## src/rtl/step_sequencer.sv

```systemverilog
// step_sequencer: microstep counter, ALU flag register and run/pause/halt
// control that closes the decoder fetch/execute loop.
// Optional feature macro: STEP_SEQ_INSTR_COUNT_EN adds o_instr_count, a
// retired-instruction counter (absent when the macro is undefined).
module step_sequencer #(
    parameter int unsigned INSTRUCTION_STEPS = 8,
    parameter int unsigned INSTR_COUNT_WIDTH = 16,
    localparam int unsigned STEP_WIDTH = $clog2(INSTRUCTION_STEPS)
) (
    input  logic                  i_clk,
    input  logic                  i_reset,
    input  logic                  i_run,
    input  logic                  i_step_req,
    input  logic                  i_adv,
    input  logic                  i_hlt,
    input  logic                  i_el,
    input  logic                  i_alu_zero,
    input  logic                  i_alu_carry,
    input  logic                  i_alu_odd,
    output logic [STEP_WIDTH-1:0] o_step,
    output logic                  o_zero,
    output logic                  o_carry,
    output logic                  o_odd,
    output logic                  o_cycle_en,
    output logic                  o_halted,
    output logic                  o_overrun
`ifdef STEP_SEQ_INSTR_COUNT_EN
    ,
    output logic [INSTR_COUNT_WIDTH-1:0] o_instr_count
`endif
);

    localparam logic [STEP_WIDTH-1:0] LAST_STEP = STEP_WIDTH'(INSTRUCTION_STEPS - 1);

    // Elaboration-time parameter sanity
    if ((INSTRUCTION_STEPS < 4) || ((INSTRUCTION_STEPS & (INSTRUCTION_STEPS - 1)) != 0)) begin : g_bad_steps
        $error("INSTRUCTION_STEPS must be a power of two, at least 4");
    end
    if (INSTR_COUNT_WIDTH < 1) begin : g_bad_cnt_w
        $error("INSTR_COUNT_WIDTH must be at least 1");
    end

    typedef enum logic [1:0] {
        ST_RUN   = 2'd0,
        ST_PAUSE = 2'd1,
        ST_HALT  = 2'd2
    } state_t;

    state_t                state_q;
    logic                  halted_q;
    logic                  step_req_q;
    logic [STEP_WIDTH-1:0] step_q, step_d;
    logic                  zero_q, zero_d;
    logic                  carry_q, carry_d;
    logic                  odd_q, odd_d;
    logic                  overrun_q, overrun_d;
    logic                  step_edge;
    logic                  cycle_en;
    logic                  last_step;

    // Cycle enable depends only on state and the step_req edge, never on decoder bits
    always_comb begin
        step_edge = i_step_req & ~step_req_q;
        cycle_en  = 1'b0;
        case (state_q)
            ST_RUN:   cycle_en = 1'b1;
            ST_PAUSE: cycle_en = step_edge;
            default:  cycle_en = 1'b0;
        endcase
    end

    // Next microstep and flags; HLT blocks both step and flag updates
    always_comb begin
        step_d    = step_q;
        zero_d    = zero_q;
        carry_d   = carry_q;
        odd_d     = odd_q;
        overrun_d = overrun_q;
        last_step = (step_q == LAST_STEP);
        if (cycle_en && !i_hlt) begin
            if (i_adv) begin
                step_d = '0;
            end else if (last_step) begin
                step_d    = '0;
                overrun_d = 1'b1;
            end else begin
                step_d = step_q + STEP_WIDTH'(1);
            end
            if (i_el) begin
                zero_d  = i_alu_zero;
                carry_d = i_alu_carry;
                odd_d   = i_alu_odd;
            end
        end
    end

    // Run/pause/halt state machine; HALT is left only through reset
    always_ff @(posedge i_clk or posedge i_reset) begin
        if (i_reset) begin
            state_q  <= ST_RUN;
            halted_q <= 1'b0;
        end else begin
            case (state_q)
                ST_RUN: begin
                    if (i_hlt) begin
                        state_q  <= ST_HALT;
                        halted_q <= 1'b1;
                    end else if (!i_run) begin
                        state_q <= ST_PAUSE;
                    end
                end
                ST_PAUSE: begin
                    if (cycle_en && i_hlt) begin
                        state_q  <= ST_HALT;
                        halted_q <= 1'b1;
                    end else if (i_run) begin
                        state_q <= ST_RUN;
                    end
                end
                ST_HALT: begin
                    state_q  <= ST_HALT;
                    halted_q <= 1'b1;
                end
                default: begin
                    state_q  <= ST_RUN;
                    halted_q <= 1'b0;
                end
            endcase
        end
    end

    // Step counter, flag and overrun registers
    always_ff @(posedge i_clk or posedge i_reset) begin
        if (i_reset) begin
            step_req_q <= 1'b0;
            step_q     <= '0;
            zero_q     <= 1'b0;
            carry_q    <= 1'b0;
            odd_q      <= 1'b0;
            overrun_q  <= 1'b0;
        end else begin
            step_req_q <= i_step_req;
            step_q     <= step_d;
            zero_q     <= zero_d;
            carry_q    <= carry_d;
            odd_q      <= odd_d;
            overrun_q  <= overrun_d;
        end
    end

`ifdef STEP_SEQ_INSTR_COUNT_EN
    logic [INSTR_COUNT_WIDTH-1:0] instr_cnt_q;
    logic                         instr_done;

    // An instruction retires on any enabled edge that returns the step to 0
    always_comb begin
        instr_done = cycle_en & ~i_hlt & (i_adv | last_step);
    end

    // Retired-instruction counter, wraps modulo 2^INSTR_COUNT_WIDTH
    always_ff @(posedge i_clk or posedge i_reset) begin
        if (i_reset) begin
            instr_cnt_q <= '0;
        end else if (instr_done) begin
            instr_cnt_q <= instr_cnt_q + INSTR_COUNT_WIDTH'(1);
        end
    end

    assign o_instr_count = instr_cnt_q;
`endif

    assign o_step     = step_q;
    assign o_zero     = zero_q;
    assign o_carry    = carry_q;
    assign o_odd      = odd_q;
    assign o_overrun  = overrun_q;
    assign o_halted   = halted_q;
    assign o_cycle_en = cycle_en;

endmodule

```

## config.mk

```make
export PLATFORM = sky130hd
export DESIGN_NAME = step_sequencer
export DESIGN_NICKNAME = d
export VERILOG_FILES = /design/src/rtl/step_sequencer.sv
export SDC_FILE = /design/constraint.sdc
export NUM_CORES = 1
export LEC_CHECK = 0
export ABC_AREA = 1
export BUFFER_PORTS_ARGS = -buffer_cell sky130_fd_sc_hd__buf_2
export CORE_AREA = 4 4 41 43
export CTS_CLUSTER_DIAMETER = 60
export CTS_CLUSTER_SIZE = 30
export DETAILED_ROUTE_END_ITERATION = 6
export DIE_AREA = 0 0 45 47
export SETUP_SLACK_MARGIN = 0.02
export SYNTH_ARGS = -nofsm -noshare
export SYNTH_HDL_FRONTEND = slang
export SYNTH_SLANG_ARGS = --single-unit
```

## constraint.sdc

```tcl
create_clock -name i_clk -period 1.55 [get_ports i_clk]
set_clock_uncertainty 0.1 [all_clocks]
set_input_delay 0.2325 -clock i_clk [delete_from_list [all_inputs] [get_ports i_clk]]
set_output_delay 0.2325 -clock i_clk [all_outputs]
set_load 0.03 [all_outputs]
```

Yosys cells after proc, flatten, opt, wreduce, memory -nomap -nowiden
Cells that the tools add are included.
{"block": "word_totals", "reg_bits": 11, "latchBits": 0, "ramBits": 0, "rom_bits": 0, "in_bits": 10, "output_inout_bits": 9, "word_cells": 38, "memories": 0}
{"block": "op_classes", "add_sub_neg": 1, "n_mul": 0, "div_mod_pow": 0, "magnitude_cmp": 0, "eq_ne": 7, "shift": 0, "n_mux": 11, "bitwise": 3, "n_reduce_logical": 8}
{"op": "two-way mux 2 bit", "count": 4}
{"op": "two-way mux 3 bit", "count": 2}
{"op": "!= test 3 bit (second input constant)", "count": 2}
{"op": "one-hot mux 2 bit (3 select lines)", "count": 1}
{"op": "AND reduction 2 bit", "count": 3}
{"op": "!= test 2 bit (second input constant)", "count": 2}
{"op": "adder 3 x 1 -> 3 bit (second input constant)", "count": 1}
{"op": "== test 3 bit (second input constant)", "count": 1}
{"op": "one-hot mux 1 bit (3 select lines)", "count": 1}
{"op": "AND reduction 3 bit", "count": 1}
{"op": "== test 2 x 1 -> 1 bit (second input constant)", "count": 1}
{"op": "== test 2 bit (second input constant)", "count": 1}
{"op": "logical AND 1 bit", "count": 2}
{"op": "logical NOT 2 bit", "count": 1}
{"op": "two-way mux 1 bit", "count": 2}
{"op": "NOT 1 bit", "count": 2}
{"op": "one-hot mux 1 bit (2 select lines)", "count": 1}
{"op": "bitwise AND 1 bit", "count": 1}
{"op": "logical NOT 1 bit", "count": 1}

Logic depth before layout (Yosys ltp)
Gate-level depths: netlist of the first run.
{"block": "depth", "word_depth": 6, "ltp_mapped": 6, "mapped_depth_nobuf": 6}

Least setup slack after synthesis of the first run
OpenSTA, ideal clock, no wires.
{"block": "synth_timing", "path_type": "register to register", "startpoint": "register step_q[0] (netlist: o_step[0])", "endpoint": "register step_q[0] (netlist: o_step[0])", "setup_ns": 0.076, "arrival_ns": 1.172, "t_required_ns": 1.374, "slack_ns": 0.202, "path_stages_with_launch": 6, "path_buffers": 0, "period_less_slack_ns": 1.348, "cell_sequence": "dfrtp_1 -> ha_1 -> ha_1 -> nor2_1 -> nand2_1 -> o21ai_1"}
{"block": "synth_between", "elab_chain_cells": 3, "word_cells_on_any_way": 4, "classes_between": "add/sub: 1; eq/ne: 1; mux: 2"}
{"element": "start: declaration", "line": "52", "rtl": "logic [STEP_WIDTH-1:0] step_q, step_d;"}
{"element": "start signal: assignment", "line": "143", "rtl": "step_q <= step_d;"}
{"element": "adder 3 x 1 -> 3 bit or == test 3 bit (tied branches)", "line": "87, 79"}
{"element": "two-way mux 3 bit (*)", "line": "83", "rtl": "end else if (last_step) begin"}
{"element": "two-way mux 3 bit (*)", "line": "81", "rtl": "if (i_adv) begin"}
Every way passes the cells marked *; elsewhere a longest branch is shown, timed or not.
A chain may end at the register's enable or synchronous reset.

Worst setup path in the final report of the first run
{"block": "layout_timing", "startpoint": "register step_req_q", "endpoint": "output o_cycle_en"}
{"block": "layout_between", "elab_chain_cells": 3}
{"element": "start: declaration", "line": "51", "rtl": "logic step_req_q;"}
{"element": "start signal: assignment", "line": "142", "rtl": "step_req_q <= i_step_req;"}
{"element": "NOT 1 bit", "line": "63", "rtl": "step_edge = i_step_req & ~step_req_q;"}
{"element": "bitwise AND 1 bit", "line": "63"}
{"element": "one-hot mux 1 bit (2 select lines)", "line": "65", "rtl": "case (state_q)"}
{"element": "end: declaration", "line": "24", "rtl": "output logic o_cycle_en,"}
Every way passes these cells.

==> results of run 1 <==
## flip-flops by register name (all words and copies together), names as in the netlist
signal	cells
o_step	3
state_q	2
o_carry	1
o_halted	1
o_odd	1
o_overrun	1
o_zero	1
step_req_q	1
## worst reg2reg max path, delay by kind of cell (launching register included)
| family | cells | cell delay [ns] |
|---|---|---|
| compound gates | 1 | 0.12 |
| fa+ha+maj | 2 | 0.39 |
| flops | 1 | 0.40 |
| simple gates | 2 | 0.15 |
## synthesized netlist by cell type, drive strengths merged
cell	count
o21ai	3
ha	2
a21oi	2
o21bai	1
nand4	3
inv	5
nor2	3
nand3	3
nand2	22
dfrtp	11
## cell type report
type | count | area [um2]
repair buffers | 21 | 120.1
clock buffers | 4 | 26.28
fillers | 139 | 644.4
multi-input cells | 39 | 197.7
well taps | 15 | 18.77
inverters | 5 | 18.77
flip-flops and latches | 11 | 275.3
## timing repair
item / in CTS / in global routing
resized for setup: 0 / 0
hold buffers: 3 / 0
endpoints found under the hold margin: 13 / 0
## path summary, 6_finish.rpt
| check | endpoint | slack (ns) | cells after the start |
|---|---|---|---|
| worst max-delay path | o_cycle_en | 0.12 | 4 |
| worst min-delay path | o_carry$_DFFE_PP0P_ | 0.11 | 3 |
| worst max register to register | o_step[0]$_DFFE_PP0P_ | 0.31 | 5 |
| worst min register to register | o_odd$_DFFE_PP0P_ | 0.36 | 2 |
| max in group asynchronous | o_odd$_DFFE_PP0P_ | 0.67 | 3 |
| min in group asynchronous | state_q[1]$_DFFE_PP0P_ | 0.39 | 3 |
## per-layer routing
metal	vias up	GRT usage (%)
met1	185	12.44
li1	231	-
met3	4	2.299
met4	0	8.772
met2	14	14.97
met5	-	0
## power groups by stage
stage / clock network, mW / registers, mW / logic [mW]
6_report: 0.194 / 0.350 / 0.206
5_1_grt: 0.209 / 0.357 / 0.228
4_1_cts: 0.200 / 0.351 / 0.210
3_5_place_dp: 0 / 0.357 / 0.205
3_3_place_gp: 0 / 0.356 / 0.205
2_1_floorplan: 0 / 0.438 / 0.0551
## cell families (layout without fill, tap and decap cells)
group / count (synthesis) / after routing
AO/OA/AOI/OAI: 6 / 6
adder cells (fa/ha/maj): 2 / 2
buffers and inverters: 5 / 30
flip-flops: 11 / 11
AND/OR/NAND/NOR: 31 / 31
==> results.md, run 1 <==
* PwrDens at 1143 nW/um2
* Synth Area in Compound Gates at 6.616%
* Tmin final at 1.425 ns
* GR Overflow Total at 0
* Final number of setup-violating endpoints at 0
* Crit Path Class: reg2out
* Final HPWL DP at 723.9 um
* Vias at 434
* RSZ-0062 raised after global routing: false
* Worst-Skew Late Latency at 0.27 ns
* Final WL at 946 um
* Number of library cell types mapped by synthesis at 12
* Adder-Cell Fraction of Synth Area at 5.089%
* Global-route wire length before repair at 1469 um
* Post-Syn Nets at 67
* Synth area leader: dfrtp_1
* Setup crit start kind: register
* CTS tree: done
* Top post-synthesis cells by area: dfrtp_1 (56%), nand2_1 (15%), ha_1 (5.1%)
* WL met3 at 71 um
* Crit-path cells: inv_1, nand2_1, a21oi_1, buf_2
* Most common cell after layout, fill and taps aside: nand2_1
* Row cnt at 13
* Maximum vdd drop at 529.6 uV
* Final WS setup at 0.1245 ns
* # diodes at 0
* WP data required at 1.22 ns
* Post-Layout Inst Area at 656.9 um2
* Max_slew headroom at 72.42%
* Post-CTS Setup Repair Bufs at 0
* Count of input and output buffers at 18
* Largest net degree at the start of global routing at 12
* Highest metal used: met4
* Commonest cells after routing, fill and taps aside: nand2_1 (20), buf_2 (18), dfrtp_1 (11)
* CP peak stage delay at 0.36 ns
* Drt first pass iters at 4
* GPL Wtd Cong at 0.7197
* Worst r2r src: o_step[0]$_DFFE_PP0P_
* Worst Hold Launch: i_alu_carry
* Synth Cell Area at 491.7 um2
* Pre-CTS setup slack at 0.3175 ns
* CP startpoint: step_req_q$_DFF_PP0_
* Initial antenna violation count at 0
* Power Total at 0.7511 mW
* Clock network fraction of design power at 25.9%
* H-tree depth at 1
* Die area at 2115 um2
* Wire per inst at 9.958 um
* Die height at 47 um
* Routed Antenna Nets at 0
* Post-synthesis mux area share at 0%
* DIE WIDTH at 45 um
* Placed insts at 88
* Final-stage net count at 93
* Final hold vios at 0
* Critical path arrival at 1.09 ns
* Starting density of the core at 37.79%
* Root Driver: clkbuf_4
* Slew Limit Fails at 0
* Slowest-stage cell, CP: dfrtp_1
* Maximum clock frequency at 0.7015 GHz
* Max_cap viols at 0
* Pleak at 0.3468 nW
* Synthesized area per cell at 8.940 um2
* CP bufs+invs at 2
* CP endpoint kind: output pin
* Tot GR Track Use at 10.13%
* Crit-path max FO at 2
* Largest family of logic cells by synthesized area: simple AND/OR/NAND/NOR gates
* Sinks on Clock Net at 11
* Fin crit share at 91.97%
* Synth Area in XOR/XNOR at 0%
* Seq pwr share at 46.6%
* P&R area growth vs syn at 33.59%
* Synth Register Bits at 11
* Core ar. at 1301 um2
* Crit path max-delay family: flip-flops
* Detail Route met2 WL at 417 um
* Vias per cell at 4.568
* Sequential area share after synthesis at 55.98%
* Sw Share at 34.25%
* Worst Max-Slew Pin Slew at 0.4132 ns
* Iteration-0 DRC Markers at 5
* Max Root-Sink Buffers at 2
* Placed Instance Area at 600.6 um2
* Ys Warns at 0
* DRC viols at 0
* M1 WL at 434 um
* Ports at 19
* Switch Pwr at 0.2572 mW
* Int Pwr at 0.4939 mW
* Vias in the first global route at 372
* Synth Area in Simple Gates at 28.50%
* Hold Crit Class: in2reg
* Setup_tns at 0 ns
* Hold Slack at 0.1147 ns
* Status: complete, no violations
* Worst-path clk slew at 0.07 ns
* CTS buffer count at 3
* Final core utilization at 50.48%
* Post-Syn Instances at 55
* Final cell count without fillers at 95
* Fraction of layout cells with a size suffix above 1 at 30.00%
* Top-area cell type share of the netlist area at 55.98%
* Share of total power in combinational logic at 27.5%
Power figures use the tool's default switching activity.
==> inputs of run 2 (changes only) <==
==> constraint.sdc (replaced) <==
create_clock -name i_clk -period 1.55 [get_ports i_clk]
set_clock_uncertainty 0.1 [all_clocks]
set_input_delay 0.2325 -clock i_clk [delete_from_list [all_inputs] [get_ports i_clk]]
set_output_delay 0.2325 -clock i_clk [all_outputs]
set_load 0.05 [all_outputs]
==> run 2 against run 1 <==
Net effect: die area is the same; maximum frequency shrank 1.0%; register-to-register slack lost 0.08 ns; sequential share of layout area shrank 0.40 points; cell count is the same; largest cell class unchanged; clock-buffer cell count is the same; clock power grew 4%; critical path type unchanged; core utilization grew 0.48 points; critical path depth is the same; sequential power grew 1%; power grew 10%; first-iteration DRC count shrank 60%.
==> results.md, run 2 (same netlist as run 1, synthesis figures left out) <==
* FF/Latch Area at 275.3 um2
* Max_cap viols at 0
* Sinks on Clock Net at 11
* PwrDens at 1250 nW/um2
* Final HPWL DP at 773.2 um
* Setup_tns at 0 ns
* GPL Wtd Cong at 0.7225
* Maximum vdd drop at 549.4 uV
* H-tree depth at 1
* Fillers at 134
* Commonest cells after routing, fill and taps aside: nand2_1 (20), buf_2 (17), dfrtp_1 (11)
* Clock network fraction of design power at 24.4%
* Iteration-0 DRC Markers at 2
* Final hold vios at 0
* Count of input and output buffers at 18
* Crit-path cells: inv_1, nand2_1, a21oi_2, buf_4
* Final WL at 1057 um
* Multi-input logic area at 201.4 um2
* Drt first pass iters at 3
* CP endpoint kind: output pin
* Switch Pwr at 0.3338 mW
* Max_slew headroom at 71.41%
* CTS buffer count at 3
* Share of total power in combinational logic at 32.8%
* Final-stage net count at 93
* Vias per cell at 4.621
* Crit-path max FO at 2
* Worst-path clk slew at 0.07 ns
* Number of flip-flops in the largest register at 3
* Tmin final at 1.440 ns
* Root Driver: clkbuf_4
* Vias at 439
* Row cnt at 13
* Placed Instance Area at 604.3 um2
* Largest net degree at the start of global routing at 12
* DIE WIDTH at 45 um
* Die height at 47 um
* Post-Layout Inst Area at 663.1 um2
* Die area at 2115 um2
* WP data required at 1.22 ns
* Status: complete, no violations
* CTS tree: done
* RSZ-0062 raised after global routing: false
* Routed Antenna Nets at 0
* Slowest-stage cell, CP: dfrtp_1
* Ports at 19
* GR Overflow Total at 0
* Seq pwr share at 42.8%
* P&R area growth vs syn at 34.86%
* Initial antenna violation count at 0
* # diodes at 0
* CP peak stage delay at 0.36 ns
* Tot GR Track Use at 12.01%
* Hold Crit Class: in2reg
* Critical path arrival at 1.11 ns
* Max Root-Sink Buffers at 2
* Pleak at 0.3461 nW
* Wire per inst at 11.13 um
* Sw Share at 40.29%
* Crit Path Class: reg2out
* Fraction of layout cells with a size suffix above 1 at 31.25%
* DRC viols at 0
* Worst Max-Slew Pin Slew at 0.4284 ns
* Core ar. at 1301 um2
* Most common cell after layout, fill and taps aside: nand2_1
* Final number of setup-violating endpoints at 0
* Worst-Skew Late Latency at 0.27 ns
* Vias in the first global route at 418
* Starting density of the core at 37.79%
* Maximum clock frequency at 0.6943 GHz
* Slew Limit Fails at 0
* Setup crit start kind: register
* Int Pwr at 0.4948 mW
* Fin crit share at 92.93%
* Global-route wire length before repair at 1718 um
[run 2: final cells by class]
class / count / area share (%)
Tap cell: 15 / 2.830
Timing Repair Buffer: 21 / 18.49
Clock buffer: 4 / 3.962
Sequential cell: 11 / 41.51
Inverter: 5 / 2.830
Multi-Input combinational cell: 39 / 30.38
[run 2: layer usage]
metal / global-route usage [%] / wire (um)
met4: 12.28 / 46
met1: 14.18 / 458
met3: 3.065 / 86
met5: 0 / 0
met2: 17.23 / 467
[run 2: final timing paths]
path / cells past startpoint / slack, ns / to / startpoint
max: 4 / 0.11 / o_cycle_en / step_req_q$_DFF_PP0_
min: 3 / 0.11 / o_carry$_DFFE_PP0P_ / i_alu_carry
max reg2reg: 5 / 0.23 / o_step[0]$_DFFE_PP0P_ / o_step[0]$_DFFE_PP0P_
min reg2reg: 2 / 0.37 / o_zero$_DFFE_PP0P_ / o_zero$_DFFE_PP0P_
max in group asynchronous: 3 / 0.66 / o_step[1]$_DFFE_PP0P_ / i_reset
min in group asynchronous: 3 / 0.39 / o_step[0]$_DFFE_PP0P_ / i_reset
[run 2: worst max-delay path, delay by kind of cell, from the launching register on]
| kind | cells | cell delay [ns] |
|---|---|---|
| buffers and inverters | 2 | 0.27 |
| AND/OR/NAND/NOR | 1 | 0.08 |
| flip-flops | 1 | 0.36 |
| AO/OA/AOI/OAI | 1 | 0.12 |
[run 2: power by group through the flow]
stage / Combinational [mW] / Sequential [mW] / Clock [mW]
after floorplan: 0.0555 / 0.499 / 0
after global placement: 0.266 / 0.357 / 0
after detailed placement: 0.266 / 0.361 / 0
after CTS: 0.276 / 0.356 / 0.207
after global routing: 0.293 / 0.358 / 0.224
final: 0.272 / 0.355 / 0.202
[run 2: timing repair]
| item | 4_1_cts | 5_1_grt |
|---|---|---|
| hold buffers | 3 | 0 |
| buffers inserted | 0 | 0 |
| resized for setup | 0 | 2 |
| endpoints found under the hold margin | 13 | 0 |
| setup endpoints to repair | 0 | 1 |
[run 2: per-stage QoR]
stage / cells / total power, mW / hold slack (ns) / util [%] / worst slack [ns]
after global routing: 95 / 0.8756 / 0.1208 / 50.96 / 0.03183
after detailed placement: 88 / 0.6271 / 0.1517 / 46.44 / 0.2496
after global placement: 88 / 0.6222 / 0.1482 / 46.44 / 0.3437
after CTS: 95 / 0.8392 / 0.1090 / 50.77 / 0.03445
final: 95 / 0.8287 / 0.1098 / 50.96 / 0.1096
after floorplan: 55 / 0.5541 / -0.01506 / - / 0.08474
==> inputs of run 3 (changes only) <==
--- a/config.mk
+++ b/config.mk
@@ -5,7 +5,6 @@
 export SDC_FILE = /design/constraint.sdc
 export NUM_CORES = 1
 export LEC_CHECK = 0
-export ABC_AREA = 1
 export BUFFER_PORTS_ARGS = -buffer_cell sky130_fd_sc_hd__buf_2
 export CORE_AREA = 4 4 41 43
 export CTS_CLUSTER_DIAMETER = 60
==> run 3 against run 2 <==
Net effect: via count decreased by 15%; clock power decreased by 3%; critical path type unchanged; core utilization increased by 3.4 points; global-route usage decreased by 0.75 points; power decreased by 8.0%; worst hold slack got worse by 0.088 ns.
==> results.md, run 3 <==
* Top post-synthesis cells by area: dfrtp_1 (55%), mux2_2 (13%), a2111oi_4 (5.5%)
* Sinks on Clock Net at 11
* Critical path arrival at 1.21 ns
* Number of library cell types mapped by synthesis at 16
* Final WL at 956 um
* Fillers at 133
* GR Overflow Total at 0
* CP endpoint kind: output pin
* CTS tree: done
* DRC viols at 0
* Max_slew headroom at 71.87%
* Synth top cells by count: dfrtp_1 (11), mux2_2 (6), inv_1 (3)
* H-tree depth at 1
* Fraction of layout cells with a size suffix above 1 at 60.00%
* Synth area leader: dfrtp_1
* PwrDens at 1079 nW/um2
* Commonest cells after routing, fill and taps aside: buf_2 (17), dfrtp_1 (9), mux2_2 (6)
* Status: complete, no violations
* Final hold vios at 0
* Routed Antenna Nets at 0
* Iteration-0 DRC Markers at 0
* Pre-CTS setup slack at 0.02169 ns
* Most common cell after layout, fill and taps aside: buf_2
* WP data required at 1.22 ns
* Tot GR Track Use at 11.26%
* Root Driver: clkbuf_4
* Ports at 19
* Wire per inst at 11.95 um
* Synth Register Bits at 11
* Die height at 47 um
* Vias in the first global route at 395
* Die area at 2115 um2
* Starting density of the core at 38.65%
* Setup crit start kind: register
* Hold Slack at 0.02213 ns
* Final WS setup at 0.005467 ns
* Fin crit share at 99.65%
* EDFF count, synth at 0
* Drt first pass iters at 1
* Slew Limit Fails at 0
* Pleak at 0.3488 nW
* Final number of setup-violating endpoints at 0
* Top-area cell type share of the netlist area at 54.73%
* Worst-Skew Late Latency at 0.27 ns
* Synth Cell Area at 503.0 um2
* Maximum vdd drop at 848.2 uV
* # diodes at 0
* Global-route wire length before repair at 1642 um
* Post-Syn Instances at 37
* CTS buffer count at 3
* Largest net degree at the start of global routing at 12
* Setup_tns at 0 ns
* Most used flip-flop cell after synthesis: dfrtp_1
* Sequential area share after synthesis at 54.73%
* Core ar. at 1301 um2
* Ys Warns at 0
* Max Root-Sink Buffers at 2
* Tmin final at 1.545 ns
* Final-stage net count at 78
* Post-Syn Nets at 49
* Max_cap viols at 0
* Vias at 374
* Post-CTS Setup Repair Bufs at 0
* DIE WIDTH at 45 um
* RSZ-0062 raised after global routing: true
* Maximum clock frequency at 0.6474 GHz
* Worst-path clk slew at 0.08 ns
* Count of input and output buffers at 18
* Crit Path Class: reg2out
* GPL Wtd Cong at 0.7459
* Row cnt at 13
* Worst Max-Slew Pin Slew at 0.4215 ns
* Synthesized area per cell at 13.59 um2
* P&R area growth vs syn at 40.55%
* Hold Crit Class: in2reg
* Vias per cell at 4.675
* Count leader, synth: dfrtp_1
* Final HPWL DP at 752.1 um
* Number of flip-flops in the largest register at 3
* Asr flop ratio synth at 100.0%
* Crit-path max FO at 5
* Initial antenna violation count at 0
-- run 3: worst paths after layout --
| path | slack, ns | to | startpoint | cells past startpoint |
|---|---|---|---|---|
| max in group asynchronous | 0.62 | o_step[0]$_DFFE_PP0P_ | i_reset | 3 |
| max reg2reg | 0.05 | o_zero$_DFFE_PP0P_ | step_req_q$_DFF_PP0_ | 3 |
| min | 0.02 | step_req_q$_DFF_PP0_ | i_step_req | 1 |
| min reg2reg | 0.36 | o_overrun$_DFFE_PP0P_ | o_overrun$_DFFE_PP0P_ | 1 |
| min in group asynchronous | 0.40 | state_q[1]$_DFFE_PP0P_ | i_reset | 3 |
| max | 0.005 | o_cycle_en | step_req_q$_DFF_PP0_ | 4 |
-- run 3: report_power, final --
part           switching (mW)  internal [mW]  total, mW
combinational           0.154         0.0712      0.225
clock                  0.0966         0.0995      0.196
sequential             0.0198          0.321      0.341
-- run 3: worst max-delay path: stages (launching register included) --
cell	delay, ns
dfrtp_1	0.37
nand2b_4	0.15
buf_6	0.13
a21oi_2	0.12
buf_6	0.17
-- run 3: cell type report --
| type | instances | area, um2 | share of cell area (%) |
|---|---|---|---|
| clock buffer | 4 | 26.28 | 3.717 |
| multi-input combinational | 23 | 222.7 | 31.50 |
| sequential | 11 | 277.8 | 39.29 |
| tap | 15 | 18.77 | 2.655 |
| inverter | 3 | 11.26 | 1.593 |
| timing repair buffer | 24 | 150.1 | 21.24 |
-- run 3: kinds of logic after synthesis --
| logic type | share of synthesized area, % |
|---|---|
| compound gates | 16.17 |
| flops | 54.73 |
| mux | 13.43 |
| buf+inv | 2.239 |
| simple gates | 8.456 |
| fa+ha+maj | 4.974 |
-- run 3: per-stage QoR --
stage / total power, mW / utilization [%] / cells / instance area, um2
floorplan: 0.5086 / - / 37 / 509.2
global route: 0.8075 / 54.33 / 80 / 706.9
global placement: 0.5657 / 49.81 / 74 / 648.1
finish: 0.7626 / 54.33 / 80 / 706.9
detailed placement: 0.5675 / 49.81 / 74 / 648.1
CTS: 0.7718 / 54.13 / 80 / 704.4
-- run 3: what timing repair did --
item	4_1_cts	5_1_grt
hold buffers	2	0
pin swaps	2	0
setup endpoints to repair	4	3
endpoints found under the hold margin	12	0
gates resized for setup	3	1
-- run 3: metal layers --
metal / global-route usage [%] / vias to the layer above / wire, um / part of all wire, %
met5: 0 / - / 0 / 0
met2: 17.80 / 11 / 456 / 48
met4: 8.772 / 0 / 4 / 0.42
met1: 13.19 / 175 / 435 / 46
li1: - / 186 / - / -
met3: 2.682 / 2 / 60 / 6.3
